### config.mk
export PLATFORM = sky130hd
export DESIGN_NAME = saturn_debug_trace_tx_flat
export DESIGN_NICKNAME = d
export VERILOG_FILES = /design/src/rtl/saturn_debug_trace_tx_if.sv /design/src/rtl/saturn_debug_trace_tx.sv /design/src/flat_wrapper.sv
export SDC_FILE = /design/constraint.sdc
export NUM_CORES = 1
export LEC_CHECK = 0
export CAP_MARGIN = 40
export CORE_ASPECT_RATIO = 1.5
export CORE_MARGIN = 4
export CORE_UTILIZATION = 50
export CTS_BUF_LIST = sky130_fd_sc_hd__clkbuf_8
export CTS_CLUSTER_SIZE = 12
export DETAILED_ROUTE_END_ITERATION = 10
export PLACE_DENSITY = 0.84
export SYNTH_ARGS = -nofsm -noshare
export SYNTH_HDL_FRONTEND = slang
export SYNTH_SLANG_ARGS = --single-unit
### constraint.sdc
create_clock -name i_clk -period 15.45 [get_ports i_clk]
set_clock_uncertainty 0.05 [all_clocks]
set_input_delay 3.8625 -clock i_clk [delete_from_list [all_inputs] [get_ports i_clk]]
set_output_delay 3.8625 -clock i_clk [all_outputs]
set_load 0.01 [all_outputs]
### src/rtl/saturn_debug_trace_tx_if.sv
// Debugger-side bundle feeding the trace transmitter: capture strobe, cycle counter
// and decoded-instruction fields, plus the transmitter's FSM state for observation.
interface saturn_debug_trace_tx_if;
    logic [31:0] i_cycle_ctr;
    logic        i_debug_cycle;
    logic [4:0]  i_alu_reg_dest;
    logic [4:0]  i_alu_reg_src_1;
    logic [4:0]  i_alu_reg_src_2;
    logic [3:0]  i_alu_imm_value;
    logic [4:0]  i_alu_opcode;
    logic [3:0]  i_instr_type;
    logic [1:0]  fsm_state;

    // Strobe semantics: no ready path; a rising edge of i_debug_cycle is a capture
    // request that is either accepted (FSM idle or finishing) or counted as dropped.
    modport master (
        output i_cycle_ctr, i_debug_cycle, i_alu_reg_dest, i_alu_reg_src_1,
               i_alu_reg_src_2, i_alu_imm_value, i_alu_opcode, i_instr_type,
        input  fsm_state
    );
    modport slave (
        input  i_cycle_ctr, i_debug_cycle, i_alu_reg_dest, i_alu_reg_src_1,
               i_alu_reg_src_2, i_alu_imm_value, i_alu_opcode, i_instr_type,
        output fsm_state
    );
endinterface

### src/rtl/saturn_debug_trace_tx.sv
// Snapshots debugger-cycle fields on each strobe rising edge and sends them as an
// 11-byte UART 8N1 packet: A5, ctr[4 LSB first], dest, src1, src2, {type,imm}, op, xor.
module saturn_debug_trace_tx #(
    parameter int CLKS_PER_BIT = 16
) (
    input  logic                    i_clk,
    input  logic                    i_reset,
    saturn_debug_trace_tx_if.slave  dbg,
    output logic                    o_tx,
    output logic                    o_busy,
    output logic [7:0]              o_drop_ctr
);
    localparam int BW = $clog2(CLKS_PER_BIT);
    localparam logic [BW-1:0] BAUD_LAST = BW'(CLKS_PER_BIT - 1);

    typedef enum logic [1:0] {S_IDLE, S_START, S_DATA, S_STOP} state_t;

    state_t          state, state_d;
    logic [BW-1:0]   baud_cnt, baud_d;
    logic [2:0]      bit_idx, bit_d, bit_nxt;
    logic [3:0]      byte_idx, byte_d;
    logic            tx_d, busy_d;
    logic            dbg_q;
    logic            edge_det, bit_end, pkt_end, capture, drop_inc;

    logic [31:0]     ctr_q;
    logic [4:0]      dest_q, src1_q, src2_q, op_q;
    logic [3:0]      imm_q, type_q;
    logic [7:0]      csum_q, csum_in, cur_byte;

    assign edge_det = dbg.i_debug_cycle & ~dbg_q;
    assign bit_end  = (baud_cnt == BAUD_LAST);
    assign pkt_end  = (state == S_STOP) && bit_end && (byte_idx == 4'd10);
    // A strobe on the final stop-bit edge starts the next packet instead of dropping.
    assign capture  = edge_det && ((state == S_IDLE) || pkt_end);
    assign drop_inc = edge_det && !capture;
    assign bit_nxt  = bit_idx + 3'd1;
    assign dbg.fsm_state = state;

    assign csum_in = dbg.i_cycle_ctr[7:0] ^ dbg.i_cycle_ctr[15:8]
                   ^ dbg.i_cycle_ctr[23:16] ^ dbg.i_cycle_ctr[31:24]
                   ^ {3'b000, dbg.i_alu_reg_dest} ^ {3'b000, dbg.i_alu_reg_src_1}
                   ^ {3'b000, dbg.i_alu_reg_src_2}
                   ^ {dbg.i_instr_type, dbg.i_alu_imm_value}
                   ^ {3'b000, dbg.i_alu_opcode};

    always_comb begin
        cur_byte = 8'hA5;
        case (byte_idx)
            4'd1:    cur_byte = ctr_q[7:0];
            4'd2:    cur_byte = ctr_q[15:8];
            4'd3:    cur_byte = ctr_q[23:16];
            4'd4:    cur_byte = ctr_q[31:24];
            4'd5:    cur_byte = {3'b000, dest_q};
            4'd6:    cur_byte = {3'b000, src1_q};
            4'd7:    cur_byte = {3'b000, src2_q};
            4'd8:    cur_byte = {type_q, imm_q};
            4'd9:    cur_byte = {3'b000, op_q};
            4'd10:   cur_byte = csum_q;
            default: cur_byte = 8'hA5;
        endcase
    end

    always_comb begin
        state_d = state;
        baud_d  = baud_cnt;
        bit_d   = bit_idx;
        byte_d  = byte_idx;
        tx_d    = o_tx;
        busy_d  = o_busy;
        case (state)
            S_IDLE: begin
                if (capture) begin
                    state_d = S_START;
                    baud_d  = '0;
                    byte_d  = 4'd0;
                    tx_d    = 1'b0;
                    busy_d  = 1'b1;
                end
            end
            S_START: begin
                if (bit_end) begin
                    state_d = S_DATA;
                    baud_d  = '0;
                    bit_d   = 3'd0;
                    tx_d    = cur_byte[0];
                end else begin
                    baud_d = baud_cnt + BW'(1);
                end
            end
            S_DATA: begin
                if (bit_end) begin
                    baud_d = '0;
                    if (bit_idx == 3'd7) begin
                        state_d = S_STOP;
                        tx_d    = 1'b1;
                    end else begin
                        bit_d = bit_nxt;
                        tx_d  = cur_byte[bit_nxt];
                    end
                end else begin
                    baud_d = baud_cnt + BW'(1);
                end
            end
            S_STOP: begin
                if (bit_end) begin
                    baud_d = '0;
                    if (byte_idx != 4'd10) begin
                        byte_d  = byte_idx + 4'd1;
                        state_d = S_START;
                        tx_d    = 1'b0;
                    end else if (capture) begin
                        byte_d  = 4'd0;
                        state_d = S_START;
                        tx_d    = 1'b0;
                    end else begin
                        state_d = S_IDLE;
                        busy_d  = 1'b0;
                    end
                end else begin
                    baud_d = baud_cnt + BW'(1);
                end
            end
            default: state_d = S_IDLE;
        endcase
    end

    always_ff @(posedge i_clk or posedge i_reset) begin
        if (i_reset) begin
            state      <= S_IDLE;
            baud_cnt   <= '0;
            bit_idx    <= 3'd0;
            byte_idx   <= 4'd0;
            o_tx       <= 1'b1;
            o_busy     <= 1'b0;
            o_drop_ctr <= 8'd0;
            dbg_q      <= 1'b0;
        end else begin
            state    <= state_d;
            baud_cnt <= baud_d;
            bit_idx  <= bit_d;
            byte_idx <= byte_d;
            o_tx     <= tx_d;
            o_busy   <= busy_d;
            dbg_q    <= dbg.i_debug_cycle;
            if (drop_inc && (o_drop_ctr != 8'hFF))
                o_drop_ctr <= o_drop_ctr + 8'd1;
        end
    end

    // Payload registers only change on an accepted capture, so no reset is needed.
    always_ff @(posedge i_clk) begin
        if (capture) begin
            ctr_q  <= dbg.i_cycle_ctr;
            dest_q <= dbg.i_alu_reg_dest;
            src1_q <= dbg.i_alu_reg_src_1;
            src2_q <= dbg.i_alu_reg_src_2;
            imm_q  <= dbg.i_alu_imm_value;
            type_q <= dbg.i_instr_type;
            op_q   <= dbg.i_alu_opcode;
            csum_q <= csum_in;
        end
    end
endmodule

### src/flat_wrapper.sv
// flat-port wrapper written by rule: the top's interface ports become plain ports
module saturn_debug_trace_tx_flat 
#(
    parameter int CLKS_PER_BIT = 16
)
  (i_clk, i_reset, o_tx, o_busy, o_drop_ctr, dbg_i_cycle_ctr, dbg_i_debug_cycle, dbg_i_alu_reg_dest, dbg_i_alu_reg_src_1, dbg_i_alu_reg_src_2, dbg_i_alu_imm_value, dbg_i_alu_opcode, dbg_i_instr_type, dbg_fsm_state);
  saturn_debug_trace_tx_if dbg_i ();
  input  logic i_clk;
  input  logic i_reset;
  output logic o_tx;
  output logic o_busy;
  output logic [7:0] o_drop_ctr;
  input wire logic [$bits(dbg_i.i_cycle_ctr)-1:0] dbg_i_cycle_ctr;
  input wire logic [$bits(dbg_i.i_debug_cycle)-1:0] dbg_i_debug_cycle;
  input wire logic [$bits(dbg_i.i_alu_reg_dest)-1:0] dbg_i_alu_reg_dest;
  input wire logic [$bits(dbg_i.i_alu_reg_src_1)-1:0] dbg_i_alu_reg_src_1;
  input wire logic [$bits(dbg_i.i_alu_reg_src_2)-1:0] dbg_i_alu_reg_src_2;
  input wire logic [$bits(dbg_i.i_alu_imm_value)-1:0] dbg_i_alu_imm_value;
  input wire logic [$bits(dbg_i.i_alu_opcode)-1:0] dbg_i_alu_opcode;
  input wire logic [$bits(dbg_i.i_instr_type)-1:0] dbg_i_instr_type;
  output wire logic [$bits(dbg_i.fsm_state)-1:0] dbg_fsm_state;
  assign dbg_i.i_cycle_ctr = dbg_i_cycle_ctr;
  assign dbg_i.i_debug_cycle = dbg_i_debug_cycle;
  assign dbg_i.i_alu_reg_dest = dbg_i_alu_reg_dest;
  assign dbg_i.i_alu_reg_src_1 = dbg_i_alu_reg_src_1;
  assign dbg_i.i_alu_reg_src_2 = dbg_i_alu_reg_src_2;
  assign dbg_i.i_alu_imm_value = dbg_i_alu_imm_value;
  assign dbg_i.i_alu_opcode = dbg_i_alu_opcode;
  assign dbg_i.i_instr_type = dbg_i_instr_type;
  assign dbg_fsm_state = dbg_i.fsm_state;
  saturn_debug_trace_tx #(.CLKS_PER_BIT(CLKS_PER_BIT)) u_core (.i_clk(i_clk), .i_reset(i_reset), .dbg(dbg_i), .o_tx(o_tx), .o_busy(o_busy), .o_drop_ctr(o_drop_ctr));
endmodule
==> reports/results.tsv <==
stage	metric	value	unit
layout	Final #Nets	501	
clock_network	CTS resizes	0	
timing	worst relative slew slack	42.5	%
placed_design	IO buf count	74	
critical_path	crit start category	input port	
floorplanning	Core Region	8830	sq um
synth	number of synthesized flops with an enable pin	68	
synth	synth unique cells	58	
clock_network	Clock Tree Buf Depth	2	
route	Detailed Routing Iterations Pass 1	5	
clock_network	worst skew pair latency	0.36	ns
route	Detailed Route Iter0 Violations	222	
worst_hold_path	Hold Path Depth	1	
timing	Final min period	5.57	ns
placed_design	Placed Instance Area	5380	sq um
power_and_ir_drop	Cell Pwr Density	93.4	nW/um^2
floorplanning	DIE WIDTH	85.8	um
grt	grt ovf	0	
synth	syn_nets	431	
grt	number of global-route vias before repair	3127	
power_and_ir_drop	Pleak	1.96	nW
critical_path	crit path DAT	5.78	ns
clock_network	CTS tree	yes	
route	routed via count	3154	
critical_path	R2R Setup Slk	12.27	ns
critical_path	Crit path required time	15.66	ns
grt	first-pass GRT wire length	15.3	mm
worst_hold_path	min-delay src	u_core.baud_cnt[3]	
power_and_ir_drop	Max rail drop VDD	70.5	uV
route	Residual DRC	0	
worst_hold_path	Hold Path End	u_core.baud_cnt[3]	
synth	YS warnings	0	
critical_path	Setup crit end kind	flip-flop	
floorplanning	Initial Util	51.5	%
floorplanning	I/O pins	75	
timing	Setup violations, final	0	
synth	most common flop cell mapped by yosys	edfxtp_1	
floorplanning	Die Y	125	um
critical_path	worst setup path category	input port to flip-flop	
timing	Worst Max-Slew Pin Slew	0.862	ns
grt	largest net degree at the start of global routing	70	
synth	sequential fraction of the synthesis area	58.2	%
worst_hold_path	HP Class	flip-flop to flip-flop	
status	status	completed	
critical_path	largest fanout on the critical path	69	
layout	layout cell share with drive strength beyond 1	5.81	%
route	Detail Route Antenna Nets	0	
clock_network	htree depth	3	
route	Vias/cell	5.84	
grt	initial antenna violation count	0	
clock_network	Post-CTS Setup Inserts	0	
flow_run	max cap viols	0	
synth	Mapped Area	4540	sq um
route	final WL	9.69	mm
timing	Achievable Freq	0.179	GHz
placed_design	Routability Congestion	0.866	
critical_path	R2R cell count	9	
placed_design	DP Wirelength	7.03	mm
synth	post-synthesis cell count	355	
timing	fin. max-slew vios	0	
timing	RSZ-0062 raised after global routing	no	
layout	area delta synth->final	22.6	%
clock_network	CTS clk-pin slew, worst paths	0.08	ns
synth	#FFs+latches synth	92	
timing	Final TNS setup	0	ns
route	wire per inst	17.9	um
floorplanning	num rows	42	
clock_network	# hold bufs at CTS	0	
clock_network	root buffer cell	clkbuf_8	
clock_network	Num CTS Buffers	9	
layout	Antenna diodes	0	
floorplanning	die area	10700	sq um
clock_network	CTS Sinks	92	
synth	Synth async-reset ratio	26.1	%
critical_path	FF-to-FF End	u_core.dbg.fsm_state[0]	
timing	Tcrit/Tclk final	36.1	%
layout	final instance area	5570	sq um
grt	GRT Overall Usage	18.3	%
critical_path	FF-to-FF Start	u_core.byte_idx[0]	
timing	Hold Vio Cnt, Final	0	
synth	syn_area_per_cell	12.8	sq um
[flip-flops by register name, summed over array words and instances, names as in the netlist, 2 cells and up]
| register | flops |
|---|---|
| u_core.csum_q | 8 |
| u_core.op_q | 5 |
| u_core.dest_q | 5 |
| u_core.src1_q | 5 |
| u_core.src2_q | 5 |
| u_core.o_drop_ctr | 8 |
| u_core.byte_idx | 4 |
| u_core.bit_idx | 3 |
| u_core.ctr_q | 32 |
| u_core.dbg.fsm_state | 2 |
| u_core.baud_cnt | 4 |
| u_core.imm_q | 4 |
| u_core.type_q | 4 |
[worst max path at each step]
stage,to,slack [ns],start
after floorplan,u_core.csum_q[0],7.84,dbg_i_debug_cycle
after global placement,u_core.dbg.fsm_state[0],9.64,dbg_i_debug_cycle
after detailed placement,u_core.dbg.fsm_state[0],9.49,dbg_i_debug_cycle
after CTS,u_core.dbg.fsm_state[0],9.87,dbg_i_debug_cycle
after global routing,u_core.dbg.fsm_state[0],9.71,dbg_i_debug_cycle
final,u_core.dbg.fsm_state[0],9.88,dbg_i_debug_cycle
[per-stage QoR]
stage | hold WS, ns | utilization [%] | power, mW | worst slack, ns | instances
floorplan | 0.411 | - | 0.328 | 7.84 | 355
global placement | 0.424 | 60.7 | 0.366 | 9.64 | 523
detailed placement | 0.448 | 60.9 | 0.371 | 9.49 | 524
CTS | 0.459 | 63.1 | 0.526 | 9.87 | 540
global route | 0.482 | 63.1 | 0.542 | 9.71 | 540
finish | 0.462 | 63.1 | 0.521 | 9.88 | 540
[routing by layer]
layer  track usage [%]  vias up  routed length (um)
met3              2.65       22                 431
met1              20.4     1543                3520
met2              32.9      109                5410
met4              9.23        0                 323
li1                  -     1480                   -
met5                 0        -                   0
[kinds of logic (layout without fill, tap and decap cells)]
kind of cell / Yosys count / count (layout) / share of synthesized area [%]
adder cells (fa/ha/maj): 13 / 13 / 3.58
buffers and inverters: 27 / 102 / 2.59
AND/OR/NAND/NOR: 71 / 71 / 7.85
multiplexers: 10 / 10 / 2.29
XOR/XNOR: 59 / 59 / 11.4
AO/OA/AOI/OAI: 83 / 83 / 14.2
flip-flops: 92 / 92 / 58.2
[placed cells by master (no fill, tap or decap), types with 2 or more instances in the layout]
| master | n |
|---|---|
| a211oi_1 | 3 |
| a21oi_1 | 6 |
| a221o_1 | 2 |
| a221oi_1 | 6 |
| a222oi_1 | 3 |
| a22o_1 | 14 |
| a22oi_1 | 5 |
| a311oi_1 | 3 |
| a31oi_1 | 3 |
| and3_1 | 3 |
| buf_4 | 2 |
| clkbuf_8 | 10 |
| clkdlybuf4s50_1 | 74 |
| dfrtp_1 | 23 |
| edfxtp_1 | 68 |
| ha_1 | 13 |
| inv_1 | 12 |
| mux2_2 | 3 |
| mux2i_1 | 7 |
| nand2_1 | 22 |
| nand2b_1 | 6 |
| nand3_1 | 9 |
| nand4_1 | 2 |
| nor2_1 | 15 |
| nor2b_1 | 2 |
| nor3_1 | 2 |
| o211ai_1 | 2 |
| o21ai_0 | 15 |
| o31ai_1 | 4 |
| o41ai_1 | 2 |
| xnor2_1 | 46 |
| xor2_1 | 13 |
[cell usage after synthesis, drive strengths merged (3+ instances only)]
cell type / n / share of area (%)
a221oi: 6 / 1.2
a211oi: 3 / 0.50
nand3: 9 / 0.99
nor3: 3 / 0.44
mux2i: 7 / 1.5
nand4: 3 / 0.55
a222oi: 3 / 0.66
o21ai: 15 / 1.7
a31oi: 3 / 0.41
a22o: 14 / 2.7
a311oi: 4 / 1.2
nand2b: 6 / 0.83
ha: 13 / 3.6
and3: 3 / 0.41
nor2: 15 / 1.2
clkbuf: 8 / 0.66
a22oi: 5 / 0.83
xnor2: 46 / 8.9
dfrtp: 23 / 13
edfxtp: 68 / 45
xor2: 13 / 2.5
inv: 9 / 0.74
a21oi: 6 / 0.66
nand2: 22 / 1.8
buf: 10 / 1.2
nor2b: 3 / 0.41
o31ai: 4 / 0.66
mux2: 3 / 0.74
[worst max-delay path, stage by stage]
cell             delay (ns)
clkdlybuf4s50_1        0.47
nand2b_1               0.19
nor2b_4                0.15
buf_4                  0.66
a21o_1                 0.16
nand2_1                0.06
a22oi_1                0.18
[final cells by class]
type                       instances  area, sq um
clock buffer                      10          138
fill                             709         3260
multi-input combinational        236         1790
timing repair buffer              77          771
tap                              110          138
inverter                           9         33.8
clock inverter                     6         57.6
sequential                        92         2640
[power by group]
group          internal, mW  switching (mW)
Combinational        0.0487          0.0288
Clock                0.0778          0.0790
Sequential            0.275          0.0110
Note: power is estimated with default switching activity, not from simulation.
